$ cat src/rtl/lsu_ctrl.sv
// Load/store initiator for a byte-addressed, word-bounded data memory.
// Splits word-crossing accesses in two, builds byte-write masks, merges and extends load data.
module lsu_ctrl #(
  parameter int ADDR_W = 14
) (
  input  logic              clk,
  input  logic              rst,
  input  logic              req_valid,
  output logic              req_ready,
  input  logic              req_we,
  input  logic [1:0]        req_size,
  input  logic              req_unsigned,
  input  logic [31:0]       req_addr,
  input  logic [31:0]       req_wdata,
  output logic              resp_valid,
  output logic              resp_err,
  output logic [31:0]       resp_rdata,
  output logic              mem_en,
  output logic [3:0]        mem_we,
  output logic [ADDR_W-1:0] mem_addr,
  output logic [31:0]       mem_din,
  input  logic [31:0]       mem_dout
);

  typedef enum logic [1:0] {S_IDLE, S_ACC1, S_ACC2, S_DONE} state_t;

  state_t              r_state, w_state_nxt;
  logic [ADDR_W-1:0]   r_addr;
  logic [1:0]          r_size;
  logic                r_we, r_uns, r_err;
  logic [31:0]         r_wdata, r_rdata;
  logic                r_resp_valid, r_resp_err;
  logic [31:0]         r_resp_rdata;

  logic [2:0]          w_nbytes, w_room, w_n1, w_n2;
  logic                w_cross;
  logic [3:0]          w_mask1, w_mask2;
  logic [ADDR_W-3:0]   w_word_nxt;
  logic [31:0]         w_ext;

  function automatic logic [3:0] low_mask(input logic [2:0] n);
    case (n)
      3'd0:    return 4'b0000;
      3'd1:    return 4'b0001;
      3'd2:    return 4'b0011;
      3'd3:    return 4'b0111;
      default: return 4'b1111;
    endcase
  endfunction

  function automatic logic [31:0] byte_expand(input logic [3:0] m);
    return {{8{m[3]}}, {8{m[2]}}, {8{m[1]}}, {8{m[0]}}};
  endfunction

  always_comb begin
    case (r_size)
      2'b00:   w_nbytes = 3'd1;
      2'b01:   w_nbytes = 3'd2;
      default: w_nbytes = 3'd4;
    endcase
  end

  // Bytes left in the current word bound the first fragment; the rest spill into the next word.
  assign w_room     = 3'd4 - {1'b0, r_addr[1:0]};
  assign w_n1       = (w_nbytes < w_room) ? w_nbytes : w_room;
  assign w_n2       = w_nbytes - w_n1;
  assign w_cross    = (w_n2 != 3'd0);
  assign w_mask1    = low_mask(w_n1);
  assign w_mask2    = low_mask(w_n2);
  assign w_word_nxt = r_addr[ADDR_W-1:2] + {{(ADDR_W-3){1'b0}}, 1'b1};

  always_comb begin
    case (r_size)
      2'b00:   w_ext = {{24{r_rdata[7]  & ~r_uns}}, r_rdata[7:0]};
      2'b01:   w_ext = {{16{r_rdata[15] & ~r_uns}}, r_rdata[15:0]};
      default: w_ext = r_rdata;
    endcase
  end

  always_ff @(posedge clk) begin
    if (rst) r_state <= S_IDLE;
    else     r_state <= w_state_nxt;
  end

  // NOTE: every output and next-state is given a default first so no path leaves a latch.
  always_comb begin
    w_state_nxt = r_state;
    req_ready   = 1'b0;
    mem_en      = 1'b0;
    mem_we      = 4'b0000;
    mem_addr    = r_addr;
    mem_din     = r_wdata;
    case (r_state)
      S_IDLE: begin
        req_ready = 1'b1;
        if (req_valid) w_state_nxt = (req_size == 2'b11) ? S_DONE : S_ACC1;
      end
      S_ACC1: begin
        mem_en      = 1'b1;
        mem_we      = r_we ? w_mask1 : 4'b0000;
        w_state_nxt = w_cross ? S_ACC2 : S_DONE;
      end
      S_ACC2: begin
        mem_en      = 1'b1;
        mem_addr    = {w_word_nxt, 2'b00};
        mem_din     = r_wdata >> {w_n1, 3'b000};
        mem_we      = r_we ? w_mask2 : 4'b0000;
        w_state_nxt = S_DONE;
      end
      default: w_state_nxt = S_IDLE;
    endcase
    // A reset cycle must never write memory, even in the middle of a split store.
    if (rst) begin
      mem_en = 1'b0;
      mem_we = 4'b0000;
    end
  end

  // NOTE: sequential state uses non-blocking assignments so every register samples pre-edge values.
  always_ff @(posedge clk) begin
    if (rst) begin
      r_addr       <= '0;
      r_size       <= 2'b00;
      r_we         <= 1'b0;
      r_uns        <= 1'b0;
      r_err        <= 1'b0;
      r_wdata      <= '0;
      r_rdata      <= '0;
      r_resp_valid <= 1'b0;
      r_resp_err   <= 1'b0;
      r_resp_rdata <= '0;
    end else begin
      r_resp_valid <= (r_state == S_DONE);
      r_resp_err   <= (r_state == S_DONE) && r_err;
      case (r_state)
        S_IDLE: if (req_valid) begin
          r_addr  <= req_addr[ADDR_W-1:0];
          r_size  <= req_size;
          r_we    <= req_we;
          r_uns   <= req_unsigned;
          r_wdata <= req_wdata;
          r_err   <= (req_size == 2'b11);
          r_rdata <= '0;
        end
        S_ACC1: if (!r_we) r_rdata <= mem_dout & byte_expand(w_mask1);
        S_ACC2: if (!r_we)
          r_rdata <= r_rdata | ((mem_dout & byte_expand(w_mask2)) << {w_n1, 3'b000});
        default: r_resp_rdata <= (r_we || r_err) ? 32'h0 : w_ext;
      endcase
    end
  end

  assign resp_valid = r_resp_valid;
  assign resp_err   = r_resp_err;
  assign resp_rdata = r_resp_rdata;

endmodule

$ cat config.mk
export PLATFORM = sky130hd
export DESIGN_NAME = lsu_ctrl
export DESIGN_NICKNAME = d
export VERILOG_FILES = /design/src/rtl/lsu_ctrl.sv
export SDC_FILE = /design/constraint.sdc
export NUM_CORES = 1
export LEC_CHECK = 0
export CORE_MARGIN = 2
export CORE_UTILIZATION = 51
export DETAILED_ROUTE_END_ITERATION = 6
export PLACE_DENSITY = 0.95
export SLEW_MARGIN = 20
export SYNTH_ARGS = -nofsm -noshare
export SYNTH_HDL_FRONTEND = slang
export SYNTH_SLANG_ARGS = --single-unit
$ cat constraint.sdc
create_clock -name clk -period 14.2 [get_ports clk]
set_input_delay 4.26 -clock clk [delete_from_list [all_inputs] [get_ports clk]]
set_output_delay 4.26 -clock clk [all_outputs]
set_load 0.03 [all_outputs]
**Word level (Yosys, flattened, before mapping)**

Cells that the tools add are included.

- Input port bits: 103
- Output and inout port bits: 86
- Logic and storage cells: 72
- Flip-flop bits (word level): 119

- Reductions and logical operators: 12
- Mux-type cells: 23
- $lt $le $gt $ge: 1
- Add/sub/neg operators: 3
- Bitwise gates (word level): 6
- Shift operators: 2
- Eq/ne operators: 14

Operators by type and width:

| operator | number |
|---|---|
| $mux 32 | 5 |
| $pmux 32 s3 | 1 |
| $and 32x32->32 | 2 |
| $pmux 32 s2 | 1 |
| $or 32x32->32 | 1 |
| $pmux 4 s4 | 2 |
| $shl 32x6->32 | 1 |
| $shr 32x6->32 | 1 |
| $mux 14 | 1 |
| $add 12x1->12 const B | 1 |
| $eq 3x2->1 const B | 4 |
| $mux 4 | 3 |
| $pmux 4 s2 | 1 |
| $eq 2x2->1 const B | 3 |
| $eq 3x1->1 const B | 2 |
| $logic_not 3->1 | 2 |
| $ne 2x2->1 const B | 3 |
| $pmux 2 s3 | 1 |
| $pmux 3 s2 | 1 |
| $reduce_bool 3->1 | 2 |
| $eq 2x1->1 const B | 2 |
| $logic_not 2->1 | 2 |
| $mux 1 | 4 |
| $mux 2 | 2 |
| 12 further kinds | 13 |

**Longest topological paths before layout**

Gate-level depths: netlist (run 1).

- Depth in word-level cells: 12
- Mapped depth: 16
- Gate-level depth less buffers: 14

**Worst setup path after synthesis (run 1)**

OpenSTA, ideal clock, no wires.

- Path kind: input-to-output
- Start: input rst
- End: output mem_we[2]
- Data arrival time: 5457 ps
- Setup slack: 4483 ps
- Path buffers: 0
- Required time: 9940 ps
- Stages on the path: 3
- Cell sequence: and2b_1 nand2_1 nor3_1

- Longest elaborated chain between the ends: 1

RTL lines:

| element | line | RTL |
|---|---|---|
| from (decl) | 7 | `input logic rst,` |
| $mux 4 | 113 | `if (rst) begin` |
| to (decl) | 19 | `output logic [3:0] mem_we,` |

Every way passes these cells.

**Worst setup path after layout (run 1)**

- Start: input rst
- End: output mem_we[0]

Same word-level chain as after synthesis.

==> results.txt, run 1 <==
- For this run, the leading register cell type out of synthesis is dfxtp_1.
- Tightest slew margin relative to the limit: 29.6%
- Count of buffers inserted at the top-level ports: 170
- Post-CTS setup buffers: 0
* Post-route setup slack: about 3700 ps
- Worst path buffer plus inverter count: 3
* Height of the die: around 110 um
* Number of hold violations in the final report: 0
- Before antenna repair, the detailed router went through 7 iterations.
- Count of unique library cells instantiated by Yosys: slightly above 60
* Share of layout cells above drive strength 1: under 10%
- H-tree depth reported by CTS: 4
- For this run, the register share of the synthesized area comes to a little under two fifths.
- Switching Power: roughly 0.00063 W
* Post-Place Setup Slack: about 3700 ps
* Root buffer selected by CTS: clkbuf_16
- Required time of the critical path: between 9000 and 10,000 ps
* Num rows: 40
* Clock insertion delay at the later pin of the skew report: approximately 410 ps
- Part of the power in combinational logic: between 40% and 50%
- In the finished design, the share of the clock period the worst path needs comes to approximately 74%.
* Sum of overflow across all layers after global routing: 0
- # diodes: 0
- CTS sink cnt: 119
- The number of nets handed over by synthesis was between 900 and 1,000.
* Shortest clock period the worst path allows after layout: about 11,000 ps
- The number of antenna violations at the first check in global routing was 0.
- Setup Crit Path Kind: in -> out
* Achievable Freq: between 0.09 and 0.1 GHz
- Max FO, Critical Path: 94
- Overall power after layout: roughly 0.0015 W
- In the global route stage, overall resource usage came out at 31.3%.
* Synthesized flop and latch total: ~120
* Gate family responsible for the most delay along the worst path: buffers and inverters
- I/O pins: 189
- Num CTS Buffers: 17
- Clock-pin slew was measured on the worst setup and hold paths at 50 ps.
* Width of the die: 114 um
- In this run, the number of DRC markers left after iteration 0 of detailed routing was 722.
- Kind of launch point of the worst setup path: input pin
- Final TNS setup: 0 ps
- At the end of routability-driven placement, the weighted congestion stood at around 0.98.
* Number of gates given a new drive strength after cts: 0
- Once placement finished, the instance area stood at ~0.0079 sq mm.
- Synthesis Warnings: 0
* Number of cells produced by synthesis: 791
* Via count: 6,844
* Flop pwr share: 27.3%
- Data arrival time at the worst-slack endpoint: 6250 ps
- In this design, the stage delay of the slowest critical-path cell is 740 ps.
* Area overhead of the layout relative to synthesis: 37.1%
- Die footprint: about 0.013 sq mm
* Number of nets in the layout: about 1,000
- The analysis attributes to cell leakage a power of just over 3 nW.
- Proportion of power drawn by the clock network: 29.2%
- The initial utilization of the core area, before any placement, comes to about 52%.
- The path class of the tightest hold or removal check is reg -> reg.
* Max-cap check violation count: 0
- In the synthesized netlist the async set-or-reset flop fraction comes to 0%.
- For this run, design rule violations remaining after detail routing come to 4.
- IR analysis of the VDD net gives a maximum drop of around 0.094 mV.
- Crit. End Element: primary output
- In this run the deepest clock path goes through 2 buffers.
* Wire per inst: approximately 19 um
* Switching share of power: between 40 and 50%
* Number of global-route vias before repair: 6,490
* Internal Power: about 0.00089 W
* Status: complete, but fails checks
- The final reports fail on DRC.
- Placeable Area: 0.0120 sq mm
* Slew @ Worst Pin: roughly 1100 ps
* Setup-violating endpoint count in the final report: 0
- The finished cells cover approximately 0.0085 sq mm.
- In this run the remaining antenna-violating nets after routing total 0.
- Maximum clock skew at final layout: between 9 and 10 ps
* CP max stage cell: buf_4
* First-pass GRT wire length: between 30 and 40 mm
* Setup repair after global routing missed its margin: false
* Pin count of the biggest net entering global routing: 95
- Syn_area_per_cell: 7.87 sq um
- After detailed routing, the total wire length is roughly 21 mm.
- Vias per cell: 6.30
- DP Wirelength: between 10 and 15 mm
- Dividing total power by cell area gives a power density of ~180 mW/mm^2.
- The max-slew violation total from the final report was 0.
* TritonCTS clock tree: built
- The cell area that synthesis handed to floorplanning was a little over 0.006 sq mm.
- Final Core Density: slightly above 70%
* Critical path, cell by cell: buf_2 -> buf_4 -> and2b_1 -> nand2_1 -> a21oi_1 -> clkdlybuf4s50_1
- The number of hold buffers added after CTS was 0.
* EDFF count, synth: 0
==> layout by cell type, fill, tap and decap left out, types with 13 or more instances in the layout <==
master	synthesis	routed
clkdlybuf4s50_1	0	169
nand2_1	142	142
dfxtp_1	119	119
a21oi_1	117	116
o21ai_0	56	56
nor2_1	31	31
nand2b_1	27	27
a32o_1	20	20
inv_1	17	17
clkbuf_16	0	17
nand3_1	16	16
a22o_1	16	16
and2_1	14	13
==> cell usage after synthesis, drive strengths merged, types with 2 or more instances <==
cell / number / area, sq um
a31oi: 7 / 43.8
a311oi: 4 / 35.0
a21boi: 3 / 26.3
a32o: 20 / 200
a22oi: 4 / 30.0
nor2b: 12 / 75.1
o21a: 2 / 22.5
and2: 15 / 93.8
nand4: 5 / 31.3
clkbuf: 43 / 161
a21oi: 117 / 586
dfxtp: 119 / 2380
a221oi: 4 / 35.0
inv: 17 / 63.8
and4: 6 / 52.6
xnor2: 7 / 61.3
a221o: 12 / 120
nand3: 16 / 80.1
o21ai: 59 / 299
o211a: 2 / 20.0
a21o: 9 / 67.6
nor3: 7 / 40.0
nor4: 4 / 46.3
o211ai: 11 / 87.6
nand2b: 27 / 169
a22o: 16 / 140
nand2: 142 / 533
a32oi: 8 / 70.1
o31ai: 2 / 28.8
a41oi: 9 / 78.8
nor2: 31 / 116
buf: 14 / 76.3
and3: 10 / 62.6
ha: 11 / 138
xor2: 4 / 35.0
==> final cells by class <==
type,count,area [sq um]
multi-input combinational,598,3560
clock buffer,21,450
sequential,119,2380
inverter,17,63.8
clock inverter,9,151
tap,147,184
fill,911,3420
timing repair buffer,176,1740
==> power groups by stage <==
stage	Sequential [W]	Clock (W)	Combinational, W
after floorplan	0.000412	0	0.000439
after global placement	0.000418	0	0.000628
after detailed placement	0.000420	0	0.000639
final	0.000416	0.000444	0.000662
after CTS	0.000414	0.000448	0.000645
after global routing	0.000419	0.000465	0.000705
==> per-layer routing <==
layer | GRT usage (%) | vias to the layer above | wire [um]
met1 | 37.5 | 3154 | 7820
met3 | 9.11 | 81 | 2360
met2 | 50.4 | 468 | 9650
met4 | 16.8 | 0 | 972
met5 | 0 | - | 0
li1 | - | 3141 | -
==> worst reg2reg max path, stage by stage (launching register included) <==
cell and delay (ps):
dfxtp_1 460, inv_1 90, ha_1 330, inv_1 250
ha_1 310, nor3_1 220, o22ai_1 150, inv_1 490
ha_1 310, nor2_1 60, o211a_1 230, a211o_1 310
o31ai_4 600, and4_1 510, a21o_1 170
==> state kept, by name, indices dropped and copies added, names as in the netlist <==
signal	cells
r_addr	14
r_err	1
r_rdata	32
r_size	2
r_state	2
r_uns	1
r_wdata	32
r_we	1
resp_err	1
resp_rdata	32
resp_valid	1
==> stage by stage <==
| step | hold WS (ps) | cells |
|---|---|---|
| 2_1_floorplan | 437 | 791 |
| 3_3_place_gp | 457 | 1057 |
| 3_5_place_dp | 460 | 1057 |
| 4_1_cts | 470 | 1087 |
| 5_1_grt | 481 | 1087 |
| 6_report | 470 | 1087 |
==> final timing paths <==
check / slack (ps) / depth (start not counted) / to / start
max reg2reg: 9650 / 14 / r_rdata[30] / r_addr[1]
min: 470 / 2 / r_wdata[4] / r_wdata[4]
max: 3690 / 6 / mem_we[0] / rst
min reg2reg: 470 / 2 / r_wdata[4] / r_wdata[4]
==> cell families after synthesis <==
family	count (synthesis)	share of synthesized area, %
compound gates	296	31.4
simple gates	279	21.6
flops	119	38.3
buf+inv	74	4.84
xor+xnor	11	1.55
fa+ha+maj	11	2.21
mux	1	0.181
Power figures use the tool's default switching activity.
==> inputs of run 2 (changes only) <==
- CORE_UTILIZATION: 51 -> 43
- PLACE_DENSITY: 0.95 -> 0.86
- clock period: 14.2 -> 8.9 ns (I/O delays scaled with it)
==> results.txt, run 2 (same netlist as run 1, synthesis figures left out) <==
- After floorplanning, the core was divided into between 40 and 50 placement rows.
- For this run, the number of standard cells in the final layout without fillers is 1,124.
- Clock insertion delay at the later pin of the skew report: approximately 420 ps
- Tightest slew margin relative to the limit: about 28%
- Crit. End Element: primary output
- Wire per inst: 18.3 um
- At the end of routability-driven placement, the weighted congestion stood at 0.931.
- 1st-iter DRT viols: between 700 and 800
* I/O pins: 189
- In the layout the commonest cells are 169 x clkdlybuf4s50_1, 142 x nand2_1, 119 x dfxtp_1.
- The smallest clock period supported by the final layout is computed as 7560 ps.
* Width of the die: between 100 and 150 um
- In this run the remaining antenna-violating nets after routing total 0.
* # diodes: 0
- First-pass GRT wire length: around 33 mm
- Measured on the finished design, the core utilization comes to around 60%.
- CTS built an H-tree with a depth of 4.
- Achievable Freq: roughly 0.13 GHz
* Cell Pwr Density: about 280 mW/mm^2
- Die footprint: approximately 0.015 sq mm
- Data arrival time at the worst-slack endpoint: ~4900 ps
* Placeable Area: about 0.014 sq mm
- First-pass detailed-route iteration total: 5
- Maximum clock skew at final layout: about 8.3 ps
- Fill cell count: 1,215
* Number of nets in the layout: around 1,000
- The final critical path takes up between 80% and 90% of the cycle.
- Clock transition at the registers of the reported paths: approximately 50 ps
* Slew @ Worst Pin: roughly 1100 ps
- In this run, post-CTS hold repair placed 0 buffers.
* Share of layout cells above drive strength 1: under 10%
* Pin count of the biggest net entering global routing: between 90 and 100
* Status: finished, final reports clean
- Height of the die: 124 um
* Required time of the critical path: between 6000 and 7000 ps
- Worst hold-check path type: reg -> reg
- The routed layout has between 6,000 and 7,000 vias.
- The worst setup path is launched from a register.
- Detailed placement ended at an HPWL of 14.1 mm.
* TritonCTS clock tree: built
- For this run, the total global-route usage over all layers was measured as 26.1%.
- In this run, post-CTS repair resized a total of 0 instances.
- Number of antenna violations at the first check in global routing: 0
- The max-slew violation total from the final report came to 0.
- Of all nets on the critical path, the largest fanout is 16.
* Post-detailed-route DRC marker count: 0
* Setup repair after global routing missed its margin: false
- Max-cap check violation count: 0
- The number of placed instances, taps included, is around 1,100.
- Setup-violating endpoint count in the final report: 0
- The hold violation count in the final report is 0.
* Effective utilization at floorplan: around 45%
* Post-CTS setup buffers: 0
- Sum of overflow across all layers after global routing: 0
- Root buffer selected by CTS: clkbuf_16
- Summed over all cells, the static leakage comes to ~3.1 nW.
- Wires add up to between 20 and 25 mm.
* Area overhead of the layout relative to synthesis: 38.3%
* Num CTS Buffers: 17
- CTS sink cnt: 119
- In the final timing run, aggregate negative setup slack is 0 ps.
- The library cell used most frequently in the layout, excluding fill and tap cells, is clkdlybuf4s50_1.
- IR analysis of the VDD net gives a maximum drop of about 0.16 mV.
* Number of global-route vias before repair: 6,364
- Setup Crit Path Kind: reg -> out
- Vias per cell: 5.99
- Count of buffers inserted at the top-level ports: between 150 and 200
* Maximum number of buffers from clock root to sink: 2
## run 2: cell count changes in the layout (fill, tap and decap cells not counted), sizes merged
cell / before / now
buf: 7 / 9
clkbuf: 21 / 23
## run 2: layout make-up
type,count,area [sq um],area share (%)
clock inverters,9,148,1.71
flip-flops and latches,119,2380,27.7
multi-input cells,598,3570,41.4
inverters,17,63.8,0.741
repair buffers,178,1760,20.4
clock buffers,23,468,5.44
well taps,180,225,2.62
## run 2: through the flow
step                      cell area (sq um)  hold WS [ps]  power [W]  setup WS (ps)
after floorplan                        6230           437    0.00136           2310
after detailed placement               7980           450    0.00170           1460
after global placement                 7980           450    0.00169           1510
final                                  8610           462    0.00245           1340
after CTS                              8600           458    0.00242            975
after global routing                   8610           485    0.00257           1040
## run 2: final timing paths
check	end	cells after the start	startpoint	slack, ps
worst max-delay path	mem_we[0]	16	r_addr[1]	1340
worst min-delay path	r_wdata[6]	2	r_wdata[6]	460
worst max register to register	r_rdata[21]	14	r_addr[1]	4730
worst min register to register	r_wdata[6]	2	r_wdata[6]	460
## run 2: worst max-delay path, cell delays in order, from the launching register on
cell and delay (ps):
dfxtp_1 450, inv_1 90, ha_1 320, inv_1 240, ha_1 260, nor3_1 80, o22ai_2 550, inv_1 130
ha_1 230, nor2b_1 150, a21boi_0 160, a211o_1 380, o31ai_4 180, buf_4 260, nand2_1 80, a21oi_1 190
clkdlybuf4s50_1 710
## run 2: where the power goes
part / switching (W) / internal, W
combinational: 0.000705 / 0.000363
sequential: 0.0000656 / 0.000595
clock: 0.000238 / 0.000481
## run 2: metal layers
metal	part of all wire, %	wire [um]	GRT usage (%)
met1	40	8250	33.0
met2	44	9120	39.8
met3	11	2340	8.63
met4	4.0	815	13.4
met5	0	0	0
==> inputs of run 3 (changes only) <==
- clock period: 8.9 -> 6.4 ns (I/O delays scaled with it)
==> results.txt, run 3 (same netlist as run 1, synthesis figures left out) <==
* Achievable Freq: about 0.16 GHz
- Global routing finished with a remaining overflow of 0.
- The detailed router finished its first iteration with 637 violations.
- Counting along the longest clock path gives a buffer depth of 2.
- Setup slack closes at 259 ps.
* Worst hold-check path type: reg -> reg
- The routed layout has about 6,700 vias.
- The library cells used most frequently in the layout, excluding fill and tap cells, are 167 x clkdlybuf4s50_1, 142 x nand2_1, 119 x dfxtp_1.
* Maximum clock skew at final layout: roughly 7.6 ps
- Critical path, cell by cell: inv_1 -> ha_1 -> inv_1 -> ha_1 -> a21o_1 -> o22ai_1 -> buf_4 -> inv_1 -> ha_1 -> nor2b_1 -> a21boi_0 -> a211o_1 -> o31ai_4 -> buf_4 -> nand2_1 -> a21oi_1 -> buf_4
- Crit. End Element: primary output
- Data arrival time at the worst-slack endpoint: between 4000 and 5000 ps
- The H-tree was split into 4 levels.
- Tightest slew margin relative to the limit: between 30% and 40%
- In this run the remaining antenna-violating nets after routing total 0.
- In the final design database the tool counted ~1,100 nets.
- Leak: 3.09 nW
* First-pass detailed-route iteration total: 5
- The max-slew violation total from the final report came to 0.
- Across every metal layer, demand over resource in global routing totals between 20% and 30%.
* I/O pins: around 190
- Status: finished, final reports clean
- The floorplan step defined a core boundary enclosing about 0.014 sq mm.
- Setup total negative slack on the finished layout was measured at 0 ps.
- The number of clock buffers added by TritonCTS is 17.
- Post-placement cell count: roughly 1,100
- Wire per inst: between 15 and 20 um
* Number of hold violations in the final report: 0
* Worst ir drop on vdd: 0.253 mV
- TritonCTS built the clock tree.
* Final Cycle Share: between 90% and 100%
- The first global-routing pass estimated ~33 mm of wire.
* Share of layout cells above drive strength 1: just over 6%
- After detailed routing, the number of vias per cell comes to roughly 5.9.
- At the later pin of the worst-skew pair, clock insertion delay measures 420 ps.
- Number of buffers inserted by hold repair at cts: 0
- Cell Pwr Density: around 380 mW/mm^2
* Total routed wirelength: between 20 and 25 mm
* Num rows: 43
- Post-Place Setup Slack: ~760 ps
- Post-CTS setup buffers: 0
- Pin count of the biggest net entering global routing: 94
* Height of the die: between 100 and 150 um
* Die footprint: between 0.015 and 0.02 sq mm
- RD Place Congestion: roughly 0.96
- Width of the die: around 120 um
* Effective utilization at floorplan: 44.5%
- Cells fill slightly above 60% of the core in the end.
- Number of global-route vias before repair: around 6,500
* Required time of the critical path: approximately 4500 ps
* Setup repair after global routing missed its margin: false
- From synthesis to final layout, the design area changed by 37.4%.
- DP Wirelength: ~14 mm
- The tree built by TritonCTS fans out to between 100 and 150 sinks.
- Max-cap check violation count: 0
* Setup Crit Path Kind: reg -> out
* Critical Path Max Stage Delay: between 400 and 500 ps
* Shortest clock period the worst path allows after layout: between 6000 and 7000 ps
- The repair_antennas step left the layout with diodes totalling 0.
- Post-detailed-route DRC marker count: 0
- The number of antenna violations at the first check in global routing came to 0.
* Setup-violating endpoint count in the final report: 0
* Number of gates given a new drive strength after cts: 0
* CP max stage cell: dfxtp_1
- Root buffer selected by CTS: clkbuf_16
- Slew @ Worst Pin: a little under 1000 ps
* Count of buffers inserted at the top-level ports: 170
* Non-filler instance count after layout: 1,129
- Clock transition at the registers of the reported paths: about 50 ps
* Max FO, Critical Path: 16
* Kind of launch point of the worst setup path: register
- Leading cell type in the layout, fill and taps excluded: clkdlybuf4s50_1
run 3: changes by cell type in the layout (fill, tap and decap cells not counted), sizes merged:
cell / previous run / this run
bufinv: 4 / 0
clkinvlp: 1 / 3
clkbuf: 23 / 24
clkdlybuf4s50: 169 / 167
buf: 9 / 16
clkinv: 4 / 5
run 3: layout make-up:
type	instances	area, sq um
clock buffer	24	492
multi-input combinational	598	3550
clock inverter	8	47.5
inverter	17	63.8
timing repair buffer	183	1790
fill	1222	5440
sequential	119	2380
tap	180	225
run 3: metal layers:
metal  track usage (%)  wire, um  vias to the layer above
li1                  -         -                     3170
met1              31.6      7910                     3050
met2              42.9      9630                      416
met3              9.28      2490                       57
met4              10.3       601                        0
met5                 0         0                        -
run 3: metrics by stage:
stage                     total power [W]  area [sq um]  hold slack, ps
final                             0.00327          8550             462
after global routing              0.00344          8550             487
after CTS                         0.00325          8550             463
after detailed placement          0.00239          8010             456
after global placement            0.00236          8010             451
after floorplan                   0.00189          6230             437
run 3: worst paths after layout:
| path | from | to | slack, ps | cells after the start |
|---|---|---|---|---|
| min | r_wdata[4] | r_wdata[4] | 460 | 2 |
| max reg2reg | r_addr[1] | r_rdata[21] | 2360 | 15 |
| min reg2reg | r_wdata[4] | r_wdata[4] | 460 | 2 |
| max | r_addr[1] | mem_we[0] | 260 | 17 |
run 3: critical path, delay by kind of cell (launching register included):
kind	cells	cell delay, ps
buf+inv	6	1030
fa+ha+maj	3	790
compound gates	6	1300
simple gates	2	220
flops	1	440
run 3: power by group:
part | leakage [nW] | switching (W) | internal [W]
Combinational | 1.86 | 0.000969 | 0.000517
Sequential | 0.967 | 0.0000929 | 0.000828
Clock | 0.262 | 0.000332 | 0.000531
Total | 3.09 | 0.00139 | 0.00188
